$ cat src/rtl/pipe_stage_latch.sv
// pipe_stage_latch: parametrised inter-stage pipeline latch.
// Carries an instruction word, NUM_WORDS payload words and a destination
// register index between two pipeline stages using a valid/ready handshake.
// All state updates on the falling edge of clk, matching the processor's
// latch convention. Reset is synchronous, active-high, sampled on that edge.
//
// Optional feature macro: PIPE_LATCH_SKID_EN
//   undefined : single entry; in_ready = out_ready | ~out_valid (combinational)
//   defined   : adds a skid entry; in_ready = ~skid_valid (registered)
//
// Invariant: whenever an entry is not valid its payload registers hold zero,
// so an empty output looks like a NOP (IR=0, wC=0).
module pipe_stage_latch #(
  parameter int unsigned DATA_W    = 32,
  parameter int unsigned NUM_WORDS = 2,
  parameter int unsigned REG_W     = 5,
  parameter int unsigned CNT_W     = 16
) (
  input  logic                          clk,
  input  logic                          reset,
  input  logic                          flush,
  input  logic                          in_valid,
  output logic                          in_ready,
  input  logic [DATA_W-1:0]             in_ir,
  input  logic [NUM_WORDS*DATA_W-1:0]   in_words,
  input  logic [REG_W-1:0]              in_wc,
  output logic                          out_valid,
  input  logic                          out_ready,
  output logic [DATA_W-1:0]             out_ir,
  output logic [NUM_WORDS*DATA_W-1:0]   out_words,
  output logic [REG_W-1:0]              out_wc,
  output logic [CNT_W-1:0]              bubble_count
);

  localparam int unsigned PW = NUM_WORDS * DATA_W;
  localparam logic [CNT_W-1:0] CNT_ONE = CNT_W'(1);

  // Main (output-facing) entry
  logic              r_out_valid;
  logic [DATA_W-1:0] r_ir;
  logic [PW-1:0]     r_words;
  logic [REG_W-1:0]  r_wc;
  logic [CNT_W-1:0]  r_bubble_count;

  logic              w_in_fire;

  assign out_valid    = r_out_valid;
  assign out_ir       = r_ir;
  assign out_words    = r_words;
  assign out_wc       = r_wc;
  assign bubble_count = r_bubble_count;

  assign w_in_fire = in_valid & in_ready;

  // Saturating count of edges where downstream was ready but got nothing
  always_ff @(negedge clk) begin
    if (reset) begin
      r_bubble_count <= '0;
    end else if (out_ready && !r_out_valid && (r_bubble_count != '1)) begin
      r_bubble_count <= r_bubble_count + CNT_ONE;
    end
  end

`ifdef PIPE_LATCH_SKID_EN

  // Skid entry: catches one upstream entry while main is stalled
  logic              r_skid_valid;
  logic [DATA_W-1:0] r_skid_ir;
  logic [PW-1:0]     r_skid_words;
  logic [REG_W-1:0]  r_skid_wc;
  logic              w_out_fire;
  logic              w_main_free;

  // in_ready depends only on registered state, breaking the ready path
  assign in_ready    = ~r_skid_valid;
  assign w_out_fire  = r_out_valid & out_ready;
  assign w_main_free = ~r_out_valid | w_out_fire;

  // Two-entry FIFO: main refills from skid first so ordering is preserved;
  // skid is only ever occupied while main is valid.
  always_ff @(negedge clk) begin
    if (reset || flush) begin
      r_out_valid  <= 1'b0;
      r_ir         <= '0;
      r_words      <= '0;
      r_wc         <= '0;
      r_skid_valid <= 1'b0;
      r_skid_ir    <= '0;
      r_skid_words <= '0;
      r_skid_wc    <= '0;
    end else if (w_main_free) begin
      if (r_skid_valid) begin
        r_out_valid <= 1'b1;
        r_ir        <= r_skid_ir;
        r_words     <= r_skid_words;
        r_wc        <= r_skid_wc;
        if (w_in_fire) begin
          r_skid_ir    <= in_ir;
          r_skid_words <= in_words;
          r_skid_wc    <= in_wc;
        end else begin
          r_skid_valid <= 1'b0;
          r_skid_ir    <= '0;
          r_skid_words <= '0;
          r_skid_wc    <= '0;
        end
      end else begin
        r_out_valid <= w_in_fire;
        r_ir        <= w_in_fire ? in_ir    : '0;
        r_words     <= w_in_fire ? in_words : '0;
        r_wc        <= w_in_fire ? in_wc    : '0;
      end
    end else if (w_in_fire) begin
      r_skid_valid <= 1'b1;
      r_skid_ir    <= in_ir;
      r_skid_words <= in_words;
      r_skid_wc    <= in_wc;
    end
  end

`else

  // Accept whenever the held entry leaves or there is none
  assign in_ready = out_ready | ~r_out_valid;

  // Single-entry latch: load or bubble when ready, hold on stall
  always_ff @(negedge clk) begin
    if (reset || flush) begin
      r_out_valid <= 1'b0;
      r_ir        <= '0;
      r_words     <= '0;
      r_wc        <= '0;
    end else if (in_ready) begin
      r_out_valid <= w_in_fire;
      r_ir        <= w_in_fire ? in_ir    : '0;
      r_words     <= w_in_fire ? in_words : '0;
      r_wc        <= w_in_fire ? in_wc    : '0;
    end
  end

`endif

endmodule

$ cat config.mk
export PLATFORM = sky130hd
export DESIGN_NAME = pipe_stage_latch
export DESIGN_NICKNAME = d
export VERILOG_FILES = /design/src/rtl/pipe_stage_latch.sv
export SDC_FILE = /design/constraint.sdc
export NUM_CORES = 1
export LEC_CHECK = 0
export CAP_MARGIN = 30
export CORE_ASPECT_RATIO = 0.8
export CORE_UTILIZATION = 60
export CTS_BUF_LIST = sky130_fd_sc_hd__clkbuf_8
export DETAILED_ROUTE_END_ITERATION = 7
export DONT_BUFFER_PORTS = 1
export PLACE_DENSITY = 0.87
export SETUP_SLACK_MARGIN = 0.1
export SYNTH_ARGS = -nofsm -noshare
export SYNTH_HDL_FRONTEND = slang
export SYNTH_SLANG_ARGS = --single-unit
export TNS_END_PERCENT = 30
$ cat constraint.sdc
create_clock -name clk -period 2.55 [get_ports clk]
set_input_delay 0.3825 -clock clk [delete_from_list [all_inputs] [get_ports clk]]
set_output_delay 0.3825 -clock clk [all_outputs]
set_load 0.03 [all_outputs]
After elaboration in Yosys (flattened, before gate mapping)
Index checks and enable logic that the tools add are counted.
{"block": "totals", "reg_bits": 118, "inputBits": 106, "out_inout_bits": 119, "wordCells": 17}
{"block": "op_classes", "n_addsub": 1, "n_eq_ne": 1, "muxes": 3, "bitwise": 3, "reduce_logical": 4}
{"operator": "64-bit two-way mux", "count": 1}
{"operator": "32-bit two-way mux", "count": 1}
{"operator": "16-bit by 1-bit adder with 16-bit output (second input constant)", "count": 1}
{"operator": "16-bit != test (second input constant)", "count": 1}
{"operator": "5-bit two-way mux", "count": 1}
{"operator": "1-bit logical AND", "count": 2}
{"operator": "1-bit AND", "count": 1}
{"operator": "1-bit logical NOT", "count": 1}
{"operator": "1-bit logical OR", "count": 1}
{"operator": "1-bit NOT", "count": 1}
{"operator": "1-bit bitwise OR", "count": 1}

Depth between registers and ports, before layout
{"block": "logic_depth", "depth_word": 4, "mapped_depth": 6, "ltp_nobuf": 5}

==> run metrics <==
CTS Buf Count=17; number of synthesized register bits=approximately 120; P_leak=around 2.5 nW; clk root buf=clkbuf_8; design area=slightly below 6000 µm²; Tot Pwr=around 4.5 mW; Post-DP HPWL=around 7400 µm; Sinks on Clock Net=between 100 and 150; fin nets=between 700 and 800; PortBufs=0; register area share after synthesis=a little over half; CP Launch Type=flip-flop; routability cong.=just under 0.8; combinational family with the most area after synthesis=simple AND/OR/NAND/NOR gates; Async SR Flop Fraction=0%; Initial Util=a little under two thirds; failing checks=negative setup slack; residual DRC count=0; Fin. Hold Viols=0; Worst slew margin=slightly above 70%; xor/xnor cell area share of the yosys netlist=0%; Antenna Nets Post-Route=0; Mapped Nets=~660; synthesis-to-finish area growth=31.95%; Worst VDD drop=between 0.6 and 0.7 mV; post-synthesis mux area share=0.4743%; multi-input gate area in the final layout=1922 µm²; Yosys cell types=32; share of Yosys cell area claimed by the top area cell type=between 50% and 60%; clk slew on worst S/H paths=0.03 ns; Syn Inst Count=~550; Crit. End Element=output pin; Worst Path Arrival=between 2 and 2.5 ns; vias in the first global route=roughly 4,700; Min Hold Slack=between 0.5 and 0.6 ns; share of layout cells above drive strength 1=26.45%; Die X=approximately 100 µm; status=complete, but fails checks; Synth Area in Compound Gates=approximately 15%; via/cell ratio=6.258; H-tree Lvls=4; Post-synth EDFFs=0; # IOs=about 230; register cell area after layout=roughly 2800 µm²; post-DR wirelength/cell=~18 µm; cell area after synthesis=between 4000 and 5000 µm²; Yosys Warn Count=0; maximum clock path buffer count=2; Worst Setup Path Type=reg -> out; antenna violations before repair=0; top cells by area, synth=dfxtp_1 53%, a21oi_1 13%, nand3_1 12%; critical path data required time=2.17 ns; clock latency at the later pin of the worst-skew pair=roughly 0.48 ns; Worst Hold Class=reg -> reg; setup repair after global routing missed its margin=yes; Initial DRC Count=a little under 300; DR pass1 iterations=8; die area=roughly 8000 µm²; total grt overflow=0; final wirelength=approximately 14,000 µm; critical path peak fanout=5; Final setup viols=3; largest net degree at the start of global routing=between 100 and 150; Setup Skew=0.04902 ns; post-synthesis adder-cell area fraction=0.2790%; Synth Area in Simple Gates=between 20 and 30%; num rows=27; cts-stage hold buffer count=0; max-slew violation count=0; max_cap viols=0; Core Region=7061 µm²; pin slew with the least headroom to its limit=0.4293 ns; Avg Inst Size Synth=~8 µm²; Die Height=a little under 80 µm; routed via count=4,756; Synth area leader=dfxtp_1; fillcell total=387; first-pass GRT wire length=around 21,000 µm; final setup margin=-0.2821 ns; # diodes=0; Global Route Usage Sum=a little over a third; main flop type after synthesis=dfxtp_1; area post-placement=around 4600 µm²; Setup TNS=-0.3233 ns; PD cells=756.7 nW/µm²; CTS tree=done; Final Util=a little over four fifths
==> placed cells by master (no fill, tap or decap), types with 4 or more instances in the layout <==
cell        n
inv_1     119
dfxtp_4   118
a21oi_1   114
nand2_1   106
nand3_1   105
clkbuf_8   17
buf_4      14
o31ai_1     8
or4_1       8
clkinv_4    6
nor2_1      6
nand4_1     5
buf_12      5
inv_4       4
==> sequential cells by signal, summed over array words and instances, names as in the netlist <==
signal,flops
bubble_count,16
out_ir,32
out_valid,1
out_wc,5
out_words,64
==> power by group <==
part,total (mW),internal (mW),leakage [nW],switching (mW)
Sequential,1.95,1.82,1.05,0.131
Clock,2.35,0.942,0.812,1.41
Combinational,0.179,0.0752,0.622,0.103
Total,4.48,2.83,2.48,1.64
==> timing repair <==
item	in CTS	in global routing
pin swaps	0	0
buffers inserted	4	0
setup endpoints to repair	119	120
gates resized for setup	235	0
gates cloned	2	0
==> cell type report <==
type	count	share of cell area [%]
Timing Repair Buffer	21	4.568
Clock buffer	17	3.954
Inverter	2	0.2115
Tap cell	87	1.840
Clock inverter	133	9.537
Multi-Input combinational cell	382	32.48
Sequential cell	118	47.41
==> worst max-delay path: stages, from the launching register on <==
cell and delay (ns):
dfxtp_4 0.33, nor2b_4 0.19, clkinv_4 0.08, buf_12 0.15
==> per-stage QoR <==
stage                     instances  setup slack [ns]
final                           760           -0.2821
after global routing            760           -0.3061
after CTS                       760           -0.2779
after detailed placement        605           -0.3026
after global placement          605           -0.2660
after floorplan                 552           -0.2165
==> synthesized netlist by cell type, types with 2 or more instances <==
library cell,count
dfxtp_1,118
a21oi_1,114
nand2_1,106
nand3_1,105
clkbuf_1,42
o31ai_1,8
or4_1,8
nor2_1,6
buf_1,5
nand4_1,5
nor2b_1,4
inv_1,3
or3_1,3
and3_1,2
and4_1,2
buf_6,2
nand2b_1,2
nor3_1,2
o21ai_0,2
==> logic make-up (layout without fill, tap and decap cells) <==
logic type	after synthesis	after routing
adders and majority gates	1	1
AOI/OAI and AO/OA	127	127
buffers and inverters	52	173
muxes	2	2
and+or+nand+nor	252	252
DFF	118	118
==> path summary, 6_finish.rpt <==
kind | startpoint | to | slack [ns] | depth (start not counted)
worst max-delay path | out_valid | in_ready | -0.28 | 3
worst min-delay path | out_words[62] | out_words[62] | 0.52 | 2
worst max register to register | bubble_count[1] | bubble_count[10] | 0.56 | 6
worst min register to register | out_words[62] | out_words[62] | 0.52 | 2
==> metal layers <==
layer	GRT usage, %	share of wire, %	wire length (µm)	up-vias
li1	-	-	-	2151
met1	31.00	34	4734	2227
met2	63.73	53	7297	319
met3	16.11	9.3	1288	59
met4	22.09	3.4	473	0
met5	0	0	0	-
Power figures use the tool's default switching activity.
==> RTL edit, RTL diff (same flow settings) <==
Set the parameter `CNT_W` to 14 (it was 16).
--- a/src/rtl/pipe_stage_latch.sv
+++ b/src/rtl/pipe_stage_latch.sv
@@ -14,7 +14,7 @@
   parameter int unsigned DATA_W    = 32,
   parameter int unsigned NUM_WORDS = 2,
   parameter int unsigned REG_W     = 5,
-  parameter int unsigned CNT_W     = 16
+  parameter int unsigned CNT_W     = 14
 ) (
   input  logic                          clk,
   input  logic                          reset,
Interface: changed (resized bubble_count); port bits go from 225 to 223. No check against the original RTL was run, so the function may have changed too.
==> RTL edit against the unedited design <==
  * Worst setup slack better by 15 ps
  * The flow still finishes with violations (setup timing)
  * Total power up 8.8%
  * Area after synthesis shrank 3.6%
  * Sequential cell count down 2
  * Routed wire length is 3.4% lower
  * Clock skew is 17 ps lower
  * Core utilization hardly changed
  * Cell area shrank 1.9%
==> RTL edit: results (changes against the unedited design) <==
stage,metric,value,unit,change
finish,drive_above_1_share,26.9,%,+0.42 points
pwr,vdd.ir_drop.worst,559,uV,-8.9%
logic_synthesis,synth_common_cells,"dfxtp_1 (116), a21oi_1 (111), nand3_1 (106)",,
place,numPlacedInstances,591,,-2.3%
finish,fin_cells,742,,-2.4%
clock_tree,cts_root_buf,clkbuf_8,,
logic_synthesis,yosysSeqAreaShare,53.7,%,+1.1 points
place,portBuffers,0,,unchanged
logic_synthesis,synth_nets,643,,-2.4%
global_routing,grt_pass1_vias,4592,,-2.9%
global_routing,grt_first_pass_wirelength,20800,um,-1.2%
setup_path,worstPathMaxFanout,6,,+1
global_routing,track_usage,34.9,%,+0.22 points
setup_path,r2r-end,bubble_count[6]$_SDFFE_NP0P_,,
detailed_routing,vias,4497,,-5.4%
worst_hold_path,hp-start,out_wc[0]$_SDFFE_NP0P_,,
finish,final_nets,749,,-2.3%
sta,setup_viol,2,,-1
detailed_routing,met2_length,7080,um,-3.0%
pwr,powerClk,2770,uW,+18%
detailed_routing,dr.pass1.iters,5,,-3
pwr,p_comb,182,uW,
status,status,"finished, violations left",,
sta,fin_skew,32.4,ps,-16.7 ps
pwr,internal_power,3210,uW,+13%
detailed_routing,wl_met3,1330,um,+3.6%
detailed_routing,dr.first_iter.drc_count,264,,-9.0%
setup_path,rrSetupSlack,440,ps,-120 ps
clock_tree,postCtsSetupBuffers,2,,-2
worst_hold_path,hold_end,out_wc[0]$_SDFFE_NP0P_,,
setup_path,arrival,2430,ps,-20 ps
sta,tightest_slew,605,ps,+176 ps
setup_path,reg2reg_from,bubble_count[0]$_SDFFE_NP0P_,,
place,place_congestion,0.823,,+3.4%
finish,num-fill-cells,388,,+0.26%
pwr,p_leak,0.00243,uW,-2.0%
clock_tree,cts_resized,231,,-1.7%
place,place_ws,-203,ps,+99.4 ps
status,violations,setup timing,,
detailed_routing,wl_per_cell,18.0,um,-1.0%
detailed_routing,met1Wirelength,4520,um,-4.5%
logic_synthesis,synth.distinct_cells,28,,-13%
logic_synthesis,syn_avg_cell_area,8.06,um2,-0.75%
logic_synthesis,netlist_top_cells_area,"dfxtp_1 (54%), a21oi_1 (13%), nand3_1 (12%), nand2_1 (9.1%), clkbuf_1 (3.4%)",,
sta,fin_hold_ws,520,ps,+1.45 ps
place,dp.final_hpwl,7200,um,-2.2%
sta,finalWorstSetupSlack,-267,ps,+15.4 ps
## RTL edit: cell count changes in the layout (fill, tap and decap cells not counted), sizes merged, moves of 4 or more
| cell | delta |
|---|---|
| or4 | -5 |
| o21ai | +5 |
| o31ai | -5 |
| clkinv | -5 |
| bufinv | +4 |
| or3 | +4 |
## RTL edit: routing by layer
metal  vias to the layer above  GRT usage [%]
met2                       328           58.3
met1                      2049           33.3
li1                       2071              -
met3                        49           17.2
met4                         0           26.6
met5                         -              0
## RTL edit: layout make-up
| class | instances | area (um2) | area share, % |
|---|---|---|---|
| multi-input cells | 369 | 1820 | 31.4 |
| well taps | 87 | 109 | 1.88 |
| flip-flops and latches | 116 | 2760 | 47.5 |
| inverters | 4 | 20.0 | 0.345 |
| repair buffers | 18 | 205 | 3.54 |
| clock inverters | 131 | 652 | 11.2 |
| clock buffers | 17 | 234 | 4.03 |
## RTL edit: worst reg2reg max path: cells and delay by family, from the launching register on
family | cells | cell delay, ps
AOI/OAI and AO/OA | 3 | 940
and+or+nand+nor | 1 | 230
adders and majority gates | 1 | 210
buffers and inverters | 1 | 240
DFF | 1 | 400
## RTL edit: kinds of logic after synthesis
family / after synthesis / synth area share [%]
and+or+nand+nor: 242 / 25.8
AOI/OAI and AO/OA: 123 / 15.0
DFF: 116 / 53.7
buffers and inverters: 51 / 4.52
muxes: 2 / 0.492
xor gates and xnor gates: 1 / 0.203
adders and majority gates: 1 / 0.289
## RTL edit: per-stage QoR
| step | setup TNS, ps | power (uW) | cell area, um2 |
|---|---|---|---|
| after floorplan | -295 | 2450 | 4370 |
| after global placement | -546 | 2470 | 4450 |
| after detailed placement | -872 | 2480 | 4450 |
| after CTS | -386 | 4850 | 5780 |
| after global routing | -795 | 5180 | 5800 |
| final | -405 | 4870 | 5800 |
